[src/rtl/amplitude_meter.sv]
`timescale 1ns/1ps
// amplitude_meter: windowed peak-to-peak of ADC codes, scaled to input-referred microvolts.
// Optional feature macro AMP_AVG4_EN: report the running mean of the last four window results.
module amplitude_meter #(
    parameter int          WINDOW_LOG2 = 9,
    parameter logic [11:0] OVR_THRESH  = 12'd3941
) (
    input  logic        clk,
    input  logic        rst_n,
    input  logic        sample_valid,
    input  logic [11:0] adc_data,
    input  logic [1:0]  gain_sel,
    input  logic        gain_stable,
    output logic [19:0] vpp_uv,
    output logic        vpp_valid,
    output logic        out_of_range,
    output logic        window_abort
);
    localparam int            CW       = WINDOW_LOG2 + 1;
    localparam logic [CW-1:0] LAST_IDX = {1'b0, {WINDOW_LOG2{1'b1}}};

    localparam logic [1:0] S_IDLE  = 2'd0;
    localparam logic [1:0] S_ACCUM = 2'd1;
    localparam logic [1:0] S_MULT  = 2'd2;
    localparam logic [1:0] S_OUT   = 2'd3;

    logic [1:0]    state;
    logic [1:0]    g_lat;
    logic [11:0]   peak;
    logic [11:0]   valley;
    logic [CW-1:0] count;
    logic          ovr;
    logic [27:0]   prod;

    logic [11:0]   span;
    logic [28:0]   rounded;
    logic [20:0]   scaled;
    logic [19:0]   win_uv;
    logic          abort;

    // Q8 microvolts per ADC code for each relay gain.
    function automatic logic [15:0] k_of(input logic [1:0] g);
        case (g)
            2'd0:    k_of = 16'd41667;
            2'd1:    k_of = 16'd19231;
            2'd2:    k_of = 16'd9259;
            default: k_of = 16'd4273;
        endcase
    endfunction

    // NOTE: every variable here is assigned on every pass, so no latch can be inferred.
    always_comb begin
        span    = peak - valley;
        rounded = {1'b0, prod} + 29'd128;
        scaled  = rounded[28:8];
        win_uv  = scaled[20] ? 20'hFFFFF : scaled[19:0];
        abort   = (state == S_ACCUM) && (!gain_stable || (gain_sel != g_lat));
    end

    always_ff @(posedge clk or negedge rst_n) begin
        if (!rst_n) begin
            state        <= S_IDLE;
            g_lat        <= 2'd0;
            peak         <= 12'd0;
            valley       <= 12'hFFF;
            count        <= '0;
            ovr          <= 1'b0;
            prod         <= 28'd0;
            window_abort <= 1'b0;
        end else begin
            // NOTE: non-blocking assignments so every branch sees pre-edge state.
            window_abort <= 1'b0;
            case (state)
                S_IDLE: begin
                    if (gain_stable) begin
                        g_lat  <= gain_sel;
                        peak   <= 12'd0;
                        valley <= 12'hFFF;
                        count  <= '0;
                        ovr    <= 1'b0;
                        state  <= S_ACCUM;
                    end
                end
                S_ACCUM: begin
                    if (abort) begin
                        window_abort <= 1'b1;
                        state        <= S_IDLE;
                    end else if (sample_valid) begin
                        peak   <= (adc_data > peak)   ? adc_data : peak;
                        valley <= (adc_data < valley) ? adc_data : valley;
                        ovr    <= ovr | (adc_data >= OVR_THRESH);
                        count  <= count + 1'b1;
                        if (count == LAST_IDX) state <= S_MULT;
                    end
                end
                S_MULT: begin
                    prod  <= {16'd0, span} * {12'd0, k_of(g_lat)};
                    state <= S_OUT;
                end
                default: begin
                    // Result is taken from prod/ovr this cycle; restart reuses the live gain.
                    if (gain_stable) begin
                        g_lat  <= gain_sel;
                        peak   <= 12'd0;
                        valley <= 12'hFFF;
                        count  <= '0;
                        ovr    <= 1'b0;
                        state  <= S_ACCUM;
                    end else begin
                        state <= S_IDLE;
                    end
                end
            endcase
        end
    end

`ifdef AMP_AVG4_EN
    logic [19:0] hist [4];
    logic [3:0]  hist_ovr;
    logic [21:0] sum;
    logic [2:0]  fill;
    logic        pend;

    always_ff @(posedge clk or negedge rst_n) begin
        if (!rst_n) begin
            // NOTE: the four-entry history is plain flops, so it is reset with the rest of the state.
            for (int i = 0; i < 4; i++) hist[i] <= 20'd0;
            hist_ovr     <= 4'd0;
            sum          <= 22'd0;
            fill         <= 3'd0;
            pend         <= 1'b0;
            vpp_uv       <= 20'd0;
            vpp_valid    <= 1'b0;
            out_of_range <= 1'b0;
        end else begin
            pend      <= 1'b0;
            vpp_valid <= pend;
            if (pend) begin
                vpp_uv       <= sum[21:2];
                out_of_range <= |hist_ovr;
            end
            if (abort) begin
                for (int i = 0; i < 4; i++) hist[i] <= 20'd0;
                hist_ovr <= 4'd0;
                sum      <= 22'd0;
                fill     <= 3'd0;
            end else if (state == S_OUT) begin
                hist[0]  <= win_uv;
                hist[1]  <= hist[0];
                hist[2]  <= hist[1];
                hist[3]  <= hist[2];
                hist_ovr <= {hist_ovr[2:0], ovr};
                sum      <= sum + {2'b00, win_uv} - {2'b00, hist[3]};
                fill     <= (fill == 3'd4) ? fill : fill + 1'b1;
                pend     <= (fill >= 3'd3);
            end
        end
    end
`else
    always_ff @(posedge clk or negedge rst_n) begin
        if (!rst_n) begin
            vpp_uv       <= 20'd0;
            vpp_valid    <= 1'b0;
            out_of_range <= 1'b0;
        end else begin
            vpp_valid <= (state == S_OUT);
            if (state == S_OUT) begin
                vpp_uv       <= win_uv;
                out_of_range <= ovr;
            end
        end
    end
`endif

endmodule

[config.mk]
export PLATFORM = sky130hd
export DESIGN_NAME = amplitude_meter
export DESIGN_NICKNAME = d
export VERILOG_FILES = /design/src/rtl/amplitude_meter.sv
export SDC_FILE = /design/constraint.sdc
export NUM_CORES = 1
export LEC_CHECK = 0
export ABC_CLOCK_PERIOD_IN_PS = 7200
export CORE_MARGIN = 1
export CORE_UTILIZATION = 55
export DETAILED_ROUTE_END_ITERATION = 16
export PLACE_DENSITY = 0.83
export SLEW_MARGIN = 15
export SYNTH_ARGS = -nofsm -noshare
export SYNTH_HDL_FRONTEND = slang
export SYNTH_SLANG_ARGS = --single-unit
[constraint.sdc]
create_clock -name clk -period 7.2 [get_ports clk]
set_input_delay 1.44 -clock clk [delete_from_list [all_inputs] [get_ports clk]]
set_output_delay 1.44 -clock clk [all_outputs]
set_load 0.01 [all_outputs]
==> impl_metrics.toml, run 1 <==
[timing]
slew-limit-headroom_pct = 31.9
clock_skew_ns = 0.0154
fin_crit_sh_pct = 103
worst_slew_pin_slew_ns = 1.02
max_freq_ghz = 0.135
final-max-slew-violation-count = 0
whs_ns = 0.487
setup_violations = 7
fin_crit_ns = 7.40
setup_ws_ns = -0.197
rsz0062_at_grt = "true"
hold_viol = 0

[synthesis]
synth.top_cells.by_area = "fa_1, dfrtp_1, ha_1, inv_1, dfstp_2"
yosysTopAreaCell = "fa_1"
seq_area_frac_synth_pct = 19.0
synth_cells = 1184
ys_ff_latch = 83
syn_area_um2 = 11000
async_flop_share_pct = 100
synth-edff-count = 0
synth_fp_nets = 1450
synth_warnings = 0
syn_avg_cell_area_um2 = 9.28
synth_ff_type = "dfrtp_1"
synth.top_cell.area_share_pct = 25.5
ys_types = 74

[detailed_routing]
viasPerCell = 5.86
drc_errors = 0
ant_nets = 0
wl_per_cell_um = 18.3
drtIter0Drc = 711
via_count = 9145
wl_um = 28500
drt_first_pass_iters = 7

[place]
pre_cts_slack_ns = -0.325
gp_congestion = 1.01
numPortBuffers = 40
dp_hpwl_um = 21600

[clocking]
cts_hold_buf = 0
root_buffer = "clkbuf_16"
cts_tree = "built"
cts_inserted_buffers = 9
clock_path_buffers = 2
htree_levels = 3
insertion_delay_ns = 0.36
clk_pin_slew_ns = 0.08
cts_sinks = 83

[grt]
grt_use_met1_pct = 36.5
grt_pass1_vias = 9426
antenna_found_initial = 0
grt_pass1_wl_um = 45500
grtUsageTotal_pct = 28.7
busiest_layer = "met2"
grt_use_met3_pct = 4.37
gr-total-overflow = 0
met2_usage_pct = 49.2
grt_max_degree = 84

[floorplanning]
die-area_um2 = 20500
rows = 51
die_y_um = 143
floorplan.initialDensity_pct = 56.2
ios = 41
floorplan.core_area_um2 = 19500
fp.dieW_um = 143

[critical_path]
critPathArrivalTime_ns = 7.63
crit_type = "flop to flop"
critPathCaptureType = "flop"
crit_path_max_fanout = 5
required_ns = 7.44
critPathLaunchType = "flop"

[layout]
syn2layout_area_growth_pct = 17.5
final_nets = 1556
drive_gt1_share_pct = 16.8
diodes = 0

[status]
violations = "negative setup slack"
status = "finished, violations left"

[hold_path]
hold_class = "flop to flop"

[run]
cap_viol_max_count = 0
-- worst max-delay path, cell delays in order (launching register included) --
cell and delay [ns]:
dfstp_2 0.55, ha_4 0.13, inv_2 0.03, fa_2 0.34, a21o_1 0.17, a21oi_2 0.14
o21bai_1 0.11, a2111o_1 0.42, a2111o_1 0.57, buf_6 0.18, a31oi_4 0.17, fa_1 0.46
fa_2 0.55, fa_1 0.43, fa_1 0.53, inv_1 0.07, fa_1 0.51, inv_2 0.05
ha_4 0.25, a21oi_4 0.16, o21bai_2 0.10, a32o_2 0.25, a221oi_4 0.35, o21ai_4 0.11
o311a_1 0.36, a221o_1 0.27
-- metrics by stage --
stage / TNS [ns] / area, um^2 / utilization [%] / instances
after floorplan: 0 / 11000 / - / 1184
after global placement: -0.872 / 12200 / 62.3 / 1526
after detailed placement: -2.18 / 12200 / 62.3 / 1526
after CTS: -0.0196 / 12700 / 64.8 / 1553
after global routing: -2.59 / 12900 / 66.1 / 1560
final: -0.876 / 12900 / 66.1 / 1560
-- final timing paths --
kind                           start         to  slack (ns)  depth (start not counted)
max reg2reg                valley[0]   prod[24]       -0.20                         25
max in group asynchronous      rst_n  vpp_uv[8]        5.28                          1
max                        valley[0]   prod[24]       -0.20                         25
min reg2reg                vpp_uv[5]  vpp_uv[5]        0.49                          1
min                        vpp_uv[5]  vpp_uv[5]        0.49                          1
min in group asynchronous      rst_n   count[4]        1.27                          1
-- cell families after synthesis --
group / count (synthesis) / share of synthesized area [%]
AO/OA/AOI/OAI: 218 / 14.2
XOR/XNOR: 47 / 3.82
adder cells (fa/ha/maj): 248 / 37.8
buffers and inverters: 261 / 8.99
multiplexers: 21 / 2.12
flip-flops: 83 / 19.0
AND/OR/NAND/NOR: 306 / 14.0
-- layer usage --
metal  vias up  routed length, um
li1       4101                  -
met1      4569              11300
met2       376              14300
met3        99               1680
met4         0               1170
met5         -                  0
-- layout by cell type, fill, tap and decap left out, types with 10 or more instances in the layout --
| master | instances |
|---|---|
| nor2b_1 | 18 |
| xnor2_1 | 24 |
| nand2b_1 | 13 |
| buf_4 | 81 |
| a22o_1 | 12 |
| nand2_1 | 74 |
| mux2_2 | 16 |
| a21oi_1 | 53 |
| nand3_1 | 12 |
| fa_1 | 136 |
| nor2_1 | 69 |
| ha_1 | 100 |
| nor3_1 | 17 |
| xor2_1 | 21 |
| inv_1 | 222 |
| clkdlybuf4s50_1 | 39 |
| o21a_1 | 10 |
| and2_1 | 30 |
| and3_1 | 15 |
| o21ai_0 | 28 |
| nand4_1 | 16 |
| a21o_1 | 20 |
| dfrtp_1 | 71 |
| dfstp_2 | 12 |
-- synth_stat cells (all sizes together), types with 3 or more instances --
cell type,number
a2111o,3
a211oi,3
a21o,20
a21oi,62
a221oi,5
a22o,12
a31oi,10
and2,38
and3,15
buf,3
clkbuf,28
dfrtp,71
dfstp,12
fa,140
ha,108
inv,230
mux2,18
mux2i,3
nand2,79
nand2b,15
nand3,13
nand4,16
nor2,69
nor2b,18
nor3,18
nor4,4
o211ai,4
o21a,11
o21ai,41
o21bai,3
o22ai,5
o31ai,3
o32a,9
o41ai,3
or2,9
or3,6
xnor2,26
xor2,21
-- what timing repair did --
item	CTS	global route
pin swaps	50	24
endpoints found under the setup margin	12	12
resized for setup	28	40
buffers inserted	11	8
-- registers in the layout (all words and copies together) (netlist names) --
| register | cells |
|---|---|
| out_of_range | 1 |
| count | 10 |
| vpp_valid | 1 |
| g_lat | 2 |
| ovr | 1 |
| window_abort | 1 |
| valley | 12 |
| state | 2 |
| vpp_uv | 20 |
| prod | 21 |
| peak | 12 |
-- layout make-up --
class / instances / area, um^2
Multi-Input combinational cell: 840 / 8240
Inverter: 230 / 863
Sequential cell: 83 / 2090
Clock inverter: 7 / 72.6
Fill cell: 1478 / 6620
Clock buffer: 9 / 225
Timing Repair Buffer: 126 / 1080
Tap cell: 265 / 332
Power of run 1 is not shown: default switching activity piles up to over one toggle a cycle in this logic, so the estimate is an artifact.
==> run 2: changes to the inputs <==
--- a/config.mk
+++ b/config.mk
@@ -6,7 +6,7 @@
 export NUM_CORES = 1
 export LEC_CHECK = 0
 export ABC_CLOCK_PERIOD_IN_PS = 7200
-export CORE_MARGIN = 1
+export CORE_MARGIN = 2
 export CORE_UTILIZATION = 55
 export DETAILED_ROUTE_END_ITERATION = 16
 export PLACE_DENSITY = 0.83
==> run 2 against run 1 <==
Critical path type unchanged. The run still ends with negative setup slack left. Critical path depth is 3 higher. Global-route usage fell by 1.5 points. Sequential share of layout area about the same. Largest cell class unchanged. Routed wire length decreased by 1.8%. Hold slack better by 0.0010 ns. Highest routed layer unchanged. Die area up 2.8%. Via count shrank 0.36%.
==> impl_metrics.toml, run 2 (same netlist as run 1, synthesis figures left out) <==
[status]
status = "finished, violations left"
violations = "negative setup slack"

[layout]
largest_reg_flops = 21
top_register = "prod"
final_nets = 1557
fillers = 1485
diodes = 0
fin_area_um2 = 12900
final_cell_mix = "inv_1, fa_1, ha_1, buf_4, nand2_1"
syn2layout_area_growth_pct = 17.3
final_common_cell = "inv_1"
drive_gt1_share_pct = 16.5
reg_top3 = "prod x21, vpp_uv x20"

[timing]
final-max-slew-violation-count = 0
fin_crit_ns = 7.30
hold_viol = 0
setup_ws_ns = -0.104
max_freq_ghz = 0.137
clock_skew_ns = 0.0139
setup_violations = 6
worst_slew_pin_slew_ns = 1.05
fin_crit_sh_pct = 101
rsz0062_at_grt = "true"
slew-limit-headroom_pct = 30.2

[critical_path]
slowest_delay_ns = 0.56
critPathLaunchType = "flop"
critPathCaptureType = "flop"
critPathBufInv = 6
crit_family = "adder cells"
critPathArrivalTime_ns = 7.54
path_common_cell = "fa_1"
crit_path_max_fanout = 5
worst-path-stages = 28
slowest_stage = "fa_1"
ff2ff_path_depth = 28
crit_type = "flop to flop"
required_ns = 7.44

[place]
dpl-instance-area_um2 = 12100
dp_hpwl_um = 21400
gp_congestion = 1.00
numPortBuffers = 40
pre_cts_slack_ns = -0.268

[clocking]
insertion_delay_ns = 0.36
clk_pin_slew_ns = 0.07
cts_inserted_buffers = 9
root_buffer = "clkbuf_16"
clock_path_buffers = 2
cts_hold_buf = 0
htree_levels = 3
cts_sinks = 83
cts_tree = "built"

[floorplanning]
rows = 51
fp.dieW_um = 145
floorplan.core_area_um2 = 19500
die-area_um2 = 21100
die_y_um = 145
ios = 41
floorplan.initialDensity_pct = 56.2

[grt]
grt_pass1_wl_um = 46500
grtUsageTotal_pct = 27.2
gr-total-overflow = 0
grt_pass1_vias = 9759
antenna_found_initial = 0
grt_max_degree = 84

[detailed_routing]
wl_per_cell_um = 17.9
ant_nets = 0
viasPerCell = 5.84
drtIter0Drc = 631
wl_um = 28000
via_count = 9112
drt_first_pass_iters = 6
drc_errors = 0

[hold_path]
worstHoldPathCells = 1
hold_class = "flop to flop"

[run]
cap_viol_max_count = 0
## run 2: cell count changes in the layout (fill, tap and decap cells not counted), sizes merged
cell and delta:
bufinv +3, clkinvlp -3, buf +1, clkinv -1, inv +1
## run 2: worst register-to-register path, delay by kind of cell, from the launching register on
family	cells	cell delay (ns)
adders and majority gates	8	3.17
AOI/OAI and AO/OA	10	2.38
DFF	1	0.55
xor gates and xnor gates	1	0.16
and+or+nand+nor	2	0.20
buffers and inverters	6	0.45
muxes	1	0.27
## run 2: what timing repair did
| action | 4_1_cts | 5_1_grt |
|---|---|---|
| setup endpoints to repair | 11 | 15 |
| pin swaps | 44 | 23 |
| cloned | 0 | 0 |
| setup buffers | 11 | 9 |
| resized for setup | 30 | 28 |
## run 2: cell type report
class / instances / area [um^2] / share of cell area (%)
clock inverters: 7 / 128 / 0.990
multi-input cells: 840 / 8180 / 63.5
flip-flops and latches: 83 / 2090 / 16.2
repair buffers: 127 / 1070 / 8.27
well taps: 265 / 332 / 2.57
inverters: 230 / 863 / 6.70
clock buffers: 9 / 225 / 1.75
## run 2: metrics by stage
stage	hold WS [ns]	TNS [ns]	util [%]	instances
finish	0.488	-0.398	66.0	1561
floorplan	0.457	0	-	1184
global placement	0.473	-0.785	62.1	1525
detailed placement	0.475	-1.65	62.1	1525
CTS	0.492	0	65.0	1552
global route	0.528	-2.15	66.0	1561
## run 2: routing by layer
metal  vias to the layer above  global-route usage [%]  routed length, um
met1                      4536                    33.0              10900
met2                       365                    47.7              14100
met3                        95                    4.87               1780
met4                         0                    12.2               1200
met5                         -                       0                  0
li1                       4116                       -                  -
## run 2: worst paths after layout
kind | from | endpoint | slack, ns
worst min register to register | vpp_uv[5] | vpp_uv[5] | 0.49
min in group asynchronous | rst_n | count[4] | 1.25
worst min-delay path | vpp_uv[5] | vpp_uv[5] | 0.49
worst max register to register | valley[0] | prod[22] | -0.10
worst max-delay path | valley[0] | prod[22] | -0.10
max in group asynchronous | rst_n | prod[25] | 5.26
Power of run 2 is left out for the same reason.
==> run 3: changes to the inputs <==
--- a/config.mk
+++ b/config.mk
@@ -6,7 +6,7 @@
 export NUM_CORES = 1
 export LEC_CHECK = 0
 export ABC_CLOCK_PERIOD_IN_PS = 7200
-export CORE_MARGIN = 2
+export CORE_MARGIN = 10
 export CORE_UTILIZATION = 55
 export DETAILED_ROUTE_END_ITERATION = 16
 export PLACE_DENSITY = 0.83
==> run 3 against run 2 <==
The run still ends with negative setup slack left. Sequential cell count stayed put. Utilization up 0.60 points. Register-to-register slack about the same. Highest routed layer unchanged. Global-route usage is 5.5 points lower. Final cell count increased by 0.45%. Count of clock-buffer cells in the layout is the same. Critical endpoint is now prod[24].
==> impl_metrics.toml, run 3 (same netlist as run 1, synthesis figures left out) <==
[floorplanning]
rows = 51
floorplan.initialDensity_pct = 56.2
die-area_um2 = 26000
ios = 41
floorplan.core_area_um2 = 19500
die_y_um = 161
fp.dieW_um = 161

[place]
placedCellCount = 1530
dp_hpwl_um = 21800
gp_congestion = 0.989
dpl-instance-area_um2 = 12200
numPortBuffers = 40

[timing]
setup_ws_ns = -0.104
max_freq_ghz = 0.137
clock_skew_ns = 0.0134
final-max-slew-violation-count = 0
worst_slew_pin_slew_ns = 1.04
fin_crit_ns = 7.30
slew-limit-headroom_pct = 30.6
rsz0062_at_grt = "true"
hold_viol = 0
setup_violations = 5
fin_crit_sh_pct = 101

[detailed_routing]
drt_first_pass_iters = 5
via_count = 9191
viasPerCell = 5.86
drtIter0Drc = 760
wl_um = 28900
drc_errors = 0
wl_per_cell_um = 18.4
ant_nets = 0

[layout]
largest_reg_flops = 21
diodes = 0
final_nets = 1564
fillers = 1474
syn2layout_area_growth_pct = 18.4
final_common_cell = "inv_1"
reg_top3 = "prod x21, vpp_uv x20"
final_cell_mix = "inv_1, fa_1, ha_1, buf_4, nand2_1"
drive_gt1_share_pct = 18.4
top_register = "prod"
fin_cells = 1568
fin_area_um2 = 13000

[hold_path]
hold_end = "vpp_uv[5]"
worstHoldPathCells = 1
min_from = "vpp_uv[5]"
hold_class = "flop to flop"

[grt]
grt_max_degree = 84
grt_pass1_wl_um = 46500
grt_pass1_vias = 9587
grtUsageTotal_pct = 21.7
antenna_found_initial = 0
gr-total-overflow = 0

[critical_path]
critPathLaunchType = "flop"
crit_type = "flop to flop"
crit_path_max_fanout = 4
ff2ff_path_depth = 25
worst_r2r_endpoint = "prod[24]"
path_common_cell = "fa_1"
slowest_stage = "fa_1"
reg2reg_slack_ns = -0.10
critPathCaptureType = "flop"
critPathArrivalTime_ns = 7.54
required_ns = 7.43
slowest_delay_ns = 0.60
reg2reg_from = "valley[0]"

[status]
violations = "negative setup slack"
status = "finished, violations left"

[clocking]
clk_pin_slew_ns = 0.07
root_buffer = "clkbuf_16"
cts_inserted_buffers = 9
htree_levels = 3
clock_path_buffers = 2
insertion_delay_ns = 0.36
cts_sinks = 83
cts_hold_buf = 0
cts_tree = "built"

[run]
cap_viol_max_count = 0
run 3: what timing repair did:
item                       in CTS  in global routing
hold endpoints to repair        0                  0
gates cloned                    0                  1
pin swaps                      50                 42
gates resized for setup        38                 51
setup endpoints to repair      11                 13
setup buffers                  11                 10
run 3: worst max path at each step:
stage	start	end	slack [ns]	cells past startpoint
finish	valley[0]	prod[24]	-0.10	25
detailed placement	valley[0]	prod[24]	-0.28	26
floorplan	valley[0]	prod[24]	0.0006	28
global placement	valley[0]	prod[24]	-0.16	26
global route	valley[0]	prod[24]	-0.31	27
CTS	valley[0]	prod[24]	0.0005	25
run 3: layout make-up:
class	instances	area, um^2	share of cell area [%]
Clock buffer	9	225	1.73
Clock inverter	7	66.3	0.510
Inverter	230	863	6.64
Multi-Input combinational cell	840	8260	63.5
Sequential cell	83	2090	16.1
Tap cell	265	332	2.55
Timing Repair Buffer	134	1160	8.94
run 3: routing by layer:
metal	routed length (um)	global-route usage [%]	vias to the layer above	share of wire (%)
met5	0	0	-	0
li1	-	-	4130	-
met3	1920	3.28	100	6.6
met4	1230	8.35	0	4.2
met2	14500	38.3	410	50
met1	11200	26.2	4551	39
run 3: critical path: cells and delay by family (launching register included):
family / cells / cell delay (ns)
AO/OA/AOI/OAI: 13 / 3.09
adder cells (fa/ha/maj): 8 / 3.25
buffers and inverters: 4 / 0.29
flip-flops: 1 / 0.55
run 3: through the flow:
step                setup TNS, ns  util [%]  hold WS [ns]  worst slack [ns]
floorplan                       0         -         0.457          0.000575
global placement           -0.726      62.4         0.473            -0.162
detailed placement          -1.81      62.4         0.471            -0.285
CTS                             0      65.3         0.488          0.000544
global route                -2.22      66.6         0.501            -0.313
finish                     -0.295      66.6         0.483            -0.104
Power of run 3 is left out for the same reason.
